**src/rtl/ram_stream_pkg.sv**
```systemverilog
// Shared constants and types for the RAM read-side streaming controller.
package ram_stream_pkg;

  localparam int unsigned ADDR_W_DEF = 8;
  localparam int unsigned DATA_W_DEF = 8;
  localparam int unsigned FIFO_DEPTH = 2;

  typedef enum logic [1:0] {
    IDLE  = 2'd0,
    READ  = 2'd1,
    DRAIN = 2'd2
  } state_t;

endpackage

```
**src/rtl/stream_fifo2.sv**
```systemverilog
// Two-entry synchronous FIFO; the head entry is presented directly on head.
module stream_fifo2
  import ram_stream_pkg::*;
#(
  parameter int unsigned DATA_W = DATA_W_DEF
) (
  input  logic              clk,
  input  logic              reset,
  input  logic              push,
  input  logic [DATA_W-1:0] push_data,
  input  logic              pop,
  output logic [DATA_W-1:0] head,
  output logic [1:0]        count,
  output logic              full,
  output logic              empty
);

  // Pointers are one bit wide: the storage is fixed at two entries.
  logic [DATA_W-1:0] mem_q [FIFO_DEPTH];
  logic              rd_ptr_q;
  logic              wr_ptr_q;
  logic [1:0]        count_q;
  logic              do_push;
  logic              do_pop;

  assign do_pop  = pop && (count_q != 2'd0);
  assign do_push = push && ((count_q != 2'(FIFO_DEPTH)) || do_pop);

  assign head  = mem_q[rd_ptr_q];
  assign count = count_q;
  assign full  = (count_q == 2'(FIFO_DEPTH));
  assign empty = (count_q == 2'd0);

  // Storage, pointers and occupancy update.
  always_ff @(posedge clk or posedge reset) begin
    if (reset) begin
      for (int i = 0; i < int'(FIFO_DEPTH); i++) begin
        mem_q[i] <= '0;
      end
      rd_ptr_q <= 1'b0;
      wr_ptr_q <= 1'b0;
      count_q  <= 2'd0;
    end else begin
      if (do_push) begin
        mem_q[wr_ptr_q] <= push_data;
        wr_ptr_q        <= ~wr_ptr_q;
      end
      if (do_pop) begin
        rd_ptr_q <= ~rd_ptr_q;
      end
      case ({do_push, do_pop})
        2'b10:   count_q <= count_q + 2'd1;
        2'b01:   count_q <= count_q - 2'd1;
        default: count_q <= count_q;
      endcase
    end
  end

endmodule

```
**src/rtl/ram_stream_reader.sv**
```systemverilog
// Streams a block of bytes out of a registered-read RAM onto a valid/ready
// interface, absorbing the one-cycle read latency with a 2-entry FIFO.
module ram_stream_reader
  import ram_stream_pkg::*;
#(
  parameter int unsigned ADDR_W = ADDR_W_DEF,
  parameter int unsigned DATA_W = DATA_W_DEF
) (
  input  logic              clk,
  input  logic              reset,
  input  logic              start,
  input  logic [ADDR_W-1:0] baseAddr,
  input  logic [ADDR_W:0]   length,
  output logic              busy,
  output logic              done,
  output logic [ADDR_W-1:0] readAddr,
  output logic              readEn,
  input  logic [DATA_W-1:0] ramData,
  output logic [DATA_W-1:0] outData,
  output logic              outValid,
  input  logic              outReady
);

  localparam int unsigned CNT_W = ADDR_W + 1;

  state_t            state_q;
  state_t            state_d;
  logic [ADDR_W-1:0] base_q;
  logic [CNT_W-1:0]  len_q;
  logic [CNT_W-1:0]  issued_q;
  logic [CNT_W-1:0]  issued_d;
  logic [CNT_W-1:0]  accepted_q;
  logic [CNT_W-1:0]  accepted_d;
  logic              inflight_q;
  logic              busy_q;
  logic              done_q;
  logic              done_d;

  logic [1:0]        fifo_count;
  logic              fifo_full;
  logic              fifo_empty;
  logic              pop;
  logic              capture;
  logic [2:0]        occupancy;
  logic              space_ok;
  logic              issue;

  // Output buffer; every RAM return is pushed, the issue credit keeps it from overflowing.
  stream_fifo2 #(
    .DATA_W(DATA_W)
  ) u_fifo (
    .clk      (clk),
    .reset    (reset),
    .push     (inflight_q),
    .push_data(ramData),
    .pop      (pop),
    .head     (outData),
    .count    (fifo_count),
    .full     (fifo_full),
    .empty    (fifo_empty)
  );

  assign outValid = !fifo_empty;
  assign pop      = outValid && outReady;
  assign capture  = (state_q == IDLE) && start;

  // Bytes that will still be held after this cycle: buffered plus in flight, minus the pop.
  assign occupancy = 3'(fifo_count) + 3'(inflight_q) - 3'(pop);
  // A full FIFO frees a slot only when it pops with nothing in flight.
  assign space_ok  = fifo_full ? (pop && !inflight_q) : (occupancy < 3'(FIFO_DEPTH));
  assign issue     = (state_q == READ) && space_ok;

  assign readEn   = issue;
  assign readAddr = base_q + issued_q[ADDR_W-1:0];
  assign busy     = busy_q;
  assign done     = done_q;

  // Next-state, counter and completion logic.
  always_comb begin
    state_d    = state_q;
    issued_d   = issued_q;
    accepted_d = accepted_q;
    done_d     = 1'b0;
    unique case (state_q)
      IDLE: begin
        if (start) begin
          issued_d   = '0;
          accepted_d = '0;
          if (length == '0) begin
            done_d = 1'b1;
          end else begin
            state_d = READ;
          end
        end
      end
      READ: begin
        if (issue) begin
          issued_d = issued_q + CNT_W'(1);
          if (issued_d == len_q) begin
            state_d = DRAIN;
          end
        end
        if (pop) begin
          accepted_d = accepted_q + CNT_W'(1);
        end
      end
      DRAIN: begin
        if (pop) begin
          accepted_d = accepted_q + CNT_W'(1);
          if (accepted_d == len_q) begin
            state_d = IDLE;
            done_d  = 1'b1;
          end
        end
      end
      default: begin
        state_d = IDLE;
      end
    endcase
  end

  // State, counters, captured command and registered status outputs.
  always_ff @(posedge clk or posedge reset) begin
    if (reset) begin
      state_q    <= IDLE;
      base_q     <= '0;
      len_q      <= '0;
      issued_q   <= '0;
      accepted_q <= '0;
      inflight_q <= 1'b0;
      busy_q     <= 1'b0;
      done_q     <= 1'b0;
    end else begin
      state_q    <= state_d;
      issued_q   <= issued_d;
      accepted_q <= accepted_d;
      inflight_q <= issue;
      busy_q     <= (state_d != IDLE);
      done_q     <= done_d;
      if (capture) begin
        base_q <= baseAddr;
        len_q  <= length;
      end
    end
  end

endmodule

```
**config.mk**
```make
export PLATFORM = sky130hd
export DESIGN_NAME = ram_stream_reader
export DESIGN_NICKNAME = d
export VERILOG_FILES = /design/src/rtl/ram_stream_pkg.sv /design/src/rtl/stream_fifo2.sv /design/src/rtl/ram_stream_reader.sv
export SDC_FILE = /design/constraint.sdc
export NUM_CORES = 1
export LEC_CHECK = 0
export ABC_AREA = 1
export BUFFER_PORTS_ARGS = -buffer_cell sky130_fd_sc_hd__buf_4
export CORE_MARGIN = 4
export CORE_UTILIZATION = 45
export CTS_BUF_LIST = sky130_fd_sc_hd__clkbuf_8
export DETAILED_ROUTE_END_ITERATION = 8
export PLACE_DENSITY = 0.63
export SLEW_MARGIN = 0
export SYNTH_ARGS = -nofsm -noshare
export SYNTH_HDL_FRONTEND = slang
export SYNTH_SLANG_ARGS = --single-unit
```
**constraint.sdc**
```tcl
create_clock -name clk -period 3.4 [get_ports clk]
set_input_delay 0.34 -clock clk [delete_from_list [all_inputs] [get_ports clk]]
set_output_delay 0.34 -clock clk [all_outputs]
set_load 0.01 [all_outputs]
```
### After elaboration in Yosys (flattened, before gate mapping)

Cells that the tools add are included.

* register bits after elaboration: 60
* logic and storage cells: 85
* output and inout port bits: 20

* magnitude comparators: 4
* eq/ne operators: 11
* mux-type cells: 25
* bitwise gates (word level): 4
* $add $sub $neg: 7
* reduce and logical (&&, ||, !) cells: 21

Operators with widths (number)
* $pmux 9 s2: 2
* $mux 8: 4
* $mux 9: 3
* $add 9x1->9 const B: 2
* $eq 9x9->1: 2
* $bwmux 16: 1
* $mux 2: 6
* $reduce_bool 2->1: 5
* $logic_not 9->1: 1
* $add 8x8->8: 1
* $demux 8 s1: 1
* $logic_and 1x1->1: 7
* $eq 2x2->1 const B: 3
* $ne 2x2->1 const B: 3
* $pmux 2 s3: 1
* $reduce_and 3->1: 2
* $mux 1: 5
* $eq 2x1->1 const B: 2
* $ge 2x2->1 const B: 2
* $logic_not 2->1: 2
* $not 1->2: 2
* $pmux 2 s2: 1
* $add 2x1->3: 1
* $lt 3x2->1 const B: 1
* other kinds (10): 12

### Logic depth before layout (Yosys ltp)

* depth after elaboration: 10
* gate-level depth with buffers: 19
* depth with buffers taken out: 19

### Cells and area by module

Synthesis repeated with hierarchy kept, for this count alone.

* cells, all modules: 503
* area total of the unflattened synthesis: 3731.1 µm²

By module, submodules not included
* ram_stream_reader: times used 1, seq. area each 1001.0 µm², area each 2708.8 µm², cells each 380
* stream_fifo2: times used 1, seq. area each 500.5 µm², area each 1022.2 µm², cells each 123

### Least setup slack after synthesis

Ideal clock, no wire load.

* path type: register -> register
* start point: reg u_fifo.count_q[0], in the netlist u_fifo.count[0]
* end point: reg busy_q, in the netlist busy
* slack: 0.994 ns
* cell stages (with the launch flop): 18
* arrival: 2.288 ns
* library setup time: 0.118 ns
* path buffers: 0
* cells stage by stage: dfrtp_1 -> nor2_2 -> nor2_1 -> ha_1 -> inv_1 -> nand2_1 -> fa_1 -> nand3_1 -> nand2_1 -> nand3_1 -> inv_1 -> nand3_1 -> nor2_1 -> nand2_1 -> nand2_1 -> nand3_1 -> nand2_1 -> nand2_1

* word-level cells in the longest chain between the ends: 10

Ends and longest elaborated chain
* from (decl): RTL line stream_fifo2.sv:22 `logic [1:0] count_q;`
* from (signal assigned): RTL line stream_fifo2.sv:52 `2'b10: count_q <= count_q + 2'd1;`
* from (signal assigned): RTL line stream_fifo2.sv:53 `2'b01: count_q <= count_q - 2'd1;`
* from (signal assigned): RTL line stream_fifo2.sv:54 `default: count_q <= count_q;`
* branches (longest 5 deep; another with $add 2x1->3)
* $mux 1 (*): RTL line ram_stream_reader.sv:70 `assign space_ok = fifo_full ? (pop && !inflight_q) : (occupancy < 3'(FIFO_DEPTH));`
* $logic_and 1x1->1 (*): RTL line ram_stream_reader.sv:71 `assign issue = (state_q == READ) && space_ok;`
* via readEn: RTL line ram_stream_reader.sv:17 `output logic readEn,`
* $mux 2 (*): RTL line ram_stream_reader.sv:97 `if (issue) begin`
* $pmux 2 s3 (*): RTL line ram_stream_reader.sv:84 `unique case (state_q)`
* $reduce_bool 2->1 (*): RTL line ram_stream_reader.sv:138 `busy_q <= (state_d != IDLE);`
* to (signal assigned): RTL line ram_stream_reader.sv:138
* to (decl): RTL line ram_stream_reader.sv:35 `logic busy_q;`

Mark *: on every way through the listed nets, which the timed path passes.
A chain may end at the register's enable or synchronous reset.

### Worst setup path in the final report

* start point: reg u_fifo.count_q[0], in the netlist u_fifo.count[0]
* end point: out readEn

* word-level cells in the longest chain between the ends: 7

Ends and longest elaborated chain (RTL line)
* branches (longest 5 deep; another with $add 2x1->3)
* $mux 1 (*): ram_stream_reader.sv:70
* $logic_and 1x1->1 (*): ram_stream_reader.sv:71
* to (decl): ram_stream_reader.sv:17

Every way passes the cells marked *.

==> impl_metrics.json <==
{
  "status": "completed",
  "syn-num-nets": 499,
  "cts_root_buf": "clkbuf_8",
  "yosysTopAreaCell": "dfrtp_1",
  "placed_area_sq_um": 4030,
  "clock_skew_ps": 9.575,
  "drtPass1Iterations": 5,
  "portBuffers": 48,
  "r2r-end": "issued_q[0]",
  "cp.required_ps": 3060,
  "cpLargestDelayFamily": "adder cells",
  "num_vias": 3067,
  "multi_input_area_sq_um": 1770,
  "grt_pass1_vias": 2966,
  "mostFrequentLayoutCells": "nand2_1, inv_1, dfrtp_1",
  "grt_max_degree": 46,
  "hold_path_class": "primary input to flip-flop",
  "dp_cells": 598,
  "wirelength_um": 7958,
  "peakVddDrop_mv": 0.4673,
  "netlist_area_sq_um": 3556,
  "drc_errors": 0,
  "gp_congestion": 0.8872,
  "antenna_found_initial": 0,
  "worst_setup_path_end_kind": "primary output",
  "worstSetupPathType": "flip-flop to primary output",
  "crit_slowest_cell": "fa_1",
  "worst_slew_pin_slew_ps": 588.3,
  "final_common_cell": "nand2_1",
  "clock.fmax_mhz": 360.6,
  "finalNonFillerCells": 615,
  "ant_nets": 0,
  "timing.setup.tns_ps": 0,
  "synth_area_leaders": "dfrtp_1, nand2_1, inv_1",
  "p_leak_uw": 0.002116,
  "rows": 32,
  "yosys_warnings": 0,
  "synth-seq-area-share_pct": 42.22,
  "post-route-period-util_pct": 81.56,
  "endpoint": "readEn",
  "rsz0062_at_grt": "no",
  "m1WireLength_um": 3734,
  "ys_ff_latch": 60,
  "die_area_sq_um": 9389,
  "setup_viol": 0,
  "critPathArrivalTime_ps": 2430,
  "avgViaCountPerCell": 4.987,
  "top_layer_used": "met4",
  "tritoncts": "built",
  "cap_violations": 0,
  "avgSynthCellArea_sq_um": 7.850,
  "grt_first_pass_wirelength_um": 13780,
  "min_period_ps": 2773,
  "start_util_pct": 46.26,
  "cts_made_buffers": 9,
  "clk_latency_ps": 340,
  "maxSlewHeadroom_pct": 60.78,
  "finalHoldViolations": 0,
  "r2r-start": "u_fifo.count[0]",
  "io_pins": 49,
  "stdcell_area_sq_um": 4240,
  "final-max-slew-violation-count": 0,
  "wl_per_cell_um": 12.94,
  "antenna_cells": 0,
  "syn_to_final_growth_pct": 19.25,
  "cts_buffer_depth": 2,
  "track_usage_pct": 17.81,
  "path_clk_slew_ps": 80,
  "core_sq_um": 7687,
  "rrSetupSlack_ps": 770,
  "critPathLaunch": "u_fifo.count[0]",
  "nets": 554,
  "die_h_um": 96.90,
  "met2WireLength_um": 3749,
  "regArea_sq_um": 1501,
  "crit_path_max_incr_delay_ps": 480,
  "htree_levels": 3,
  "synth_top_area_share_pct": 42.22,
  "num-fill-cells": 752,
  "drtIter0Drc": 160,
  "r2r_cells": 14,
  "dr_wl_met3_um": 367,
  "power_uw": 3546,
  "hpwl_um": 5991,
  "crit_fanout": 6,
  "crit_path_start_kind": "flip-flop",
  "holdPathStages": 2,
  "crit_cells": 11,
  "power.density_nw_per_um2": 836.3,
  "layout-drive-gt1-share_pct": 19.69,
  "crit_buf_inv": 3,
  "crit_chain": "nor2_2 > nor2_1 > ha_1 > inv_1 > nand2_1 > fa_1 > nand3_1 > nand2_1 > nand3_1 > inv_1 > buf_4",
  "clock_sinks": 60,
  "synth_cells": 453,
  "die_x_um": 96.90,
  "synth_cell_type_count": 28,
  "gr-total-overflow": 0,
  "post_cts_buffers": 0
}
cells in the mapped netlist:
cell	count
fa_1	2
mux2_2	15
xor2_1	8
nor3_2	2
inv_1	65
o21ai_1	3
clkinv_1	1
nand4_1	3
o22ai_1	12
o21bai_1	2
o21ai_0	34
nor3_1	1
dfrtp_1	60
nand2_2	3
nor2_1	25
nand2_1	125
or2_1	1
inv_2	2
nand3_1	37
clkbuf_1	5
nor2_2	5
buf_2	2
nand3_2	4
and2_1	1
ha_1	15
a21oi_1	13
xnor2_1	4
nor2_4	3
worst min-delay path by stage:
stage	startpoint	end	slack (ps)
5_1_grt	baseAddr[0]	base_q[0]	220
4_1_cts	baseAddr[0]	base_q[0]	210
6_report	baseAddr[0]	base_q[0]	230
2_1_floorplan	u_fifo.mem_q[0]	u_fifo.mem_q[0]	450
3_5_place_dp	reset	base_q[0]	340
3_3_place_gp	reset	base_q[0]	330
repair_timing:
item                                    in CTS  in global routing
hold buffers                                 1                  0
gates resized for setup                      0                  0
endpoints found under the hold margin       15                  0
endpoints found under the setup margin       0                  0
flip-flops by register name, indices dropped and copies added (netlist names):
name             flops
u_fifo.mem_q        16
accepted_q           9
issued_q             9
len_q                9
base_q               8
state_q              2
u_fifo.count         2
busy                 1
done                 1
inflight_q           1
u_fifo.rd_ptr_q      1
u_fifo.wr_ptr_q      1
where the power goes:
part	switching, uW	internal (uW)	leakage [uW]
clock	320	342	0.0000958
sequential	237	975	0.000759
combinational	916	755	0.00126
stage by stage:
step	hold slack [ps]	setup WS, ps	util [%]
6_report	225.4	626.9	55.16
5_1_grt	217.5	440.7	55.16
4_1_cts	211.8	602.4	55.16
3_5_place_dp	336.6	779.0	52.43
3_3_place_gp	331.7	881.8	52.43
2_1_floorplan	447.6	994.5	-
routing by layer:
| layer | vias up | track usage [%] |
|---|---|---|
| met2 | 65 | 29.14 |
| met5 | - | 0 |
| met1 | 1426 | 23.43 |
| met4 | 0 | 6.156 |
| met3 | 12 | 3.749 |
| li1 | 1564 | - |
layout make-up:
class	count	area share [%]
clock buffers	9	2.921
repair buffers	51	9.088
inverters	68	6.019
clock inverters	7	1.800
well taps	102	3.010
flip-flops and latches	60	35.41
multi-input cells	318	41.75
cell families (layout without fill, tap and decap cells):
logic type / Yosys count / count (layout) / synth area share [%]
flops: 60 / 60 / 42.22
fa+ha+maj: 17 / 17 / 6.404
xor+xnor: 12 / 12 / 2.956
mux: 15 / 15 / 4.750
simple gates: 210 / 210 / 26.11
buf+inv: 75 / 135 / 7.987
compound gates: 64 / 64 / 9.570
(Power assumes the default switching activity.)
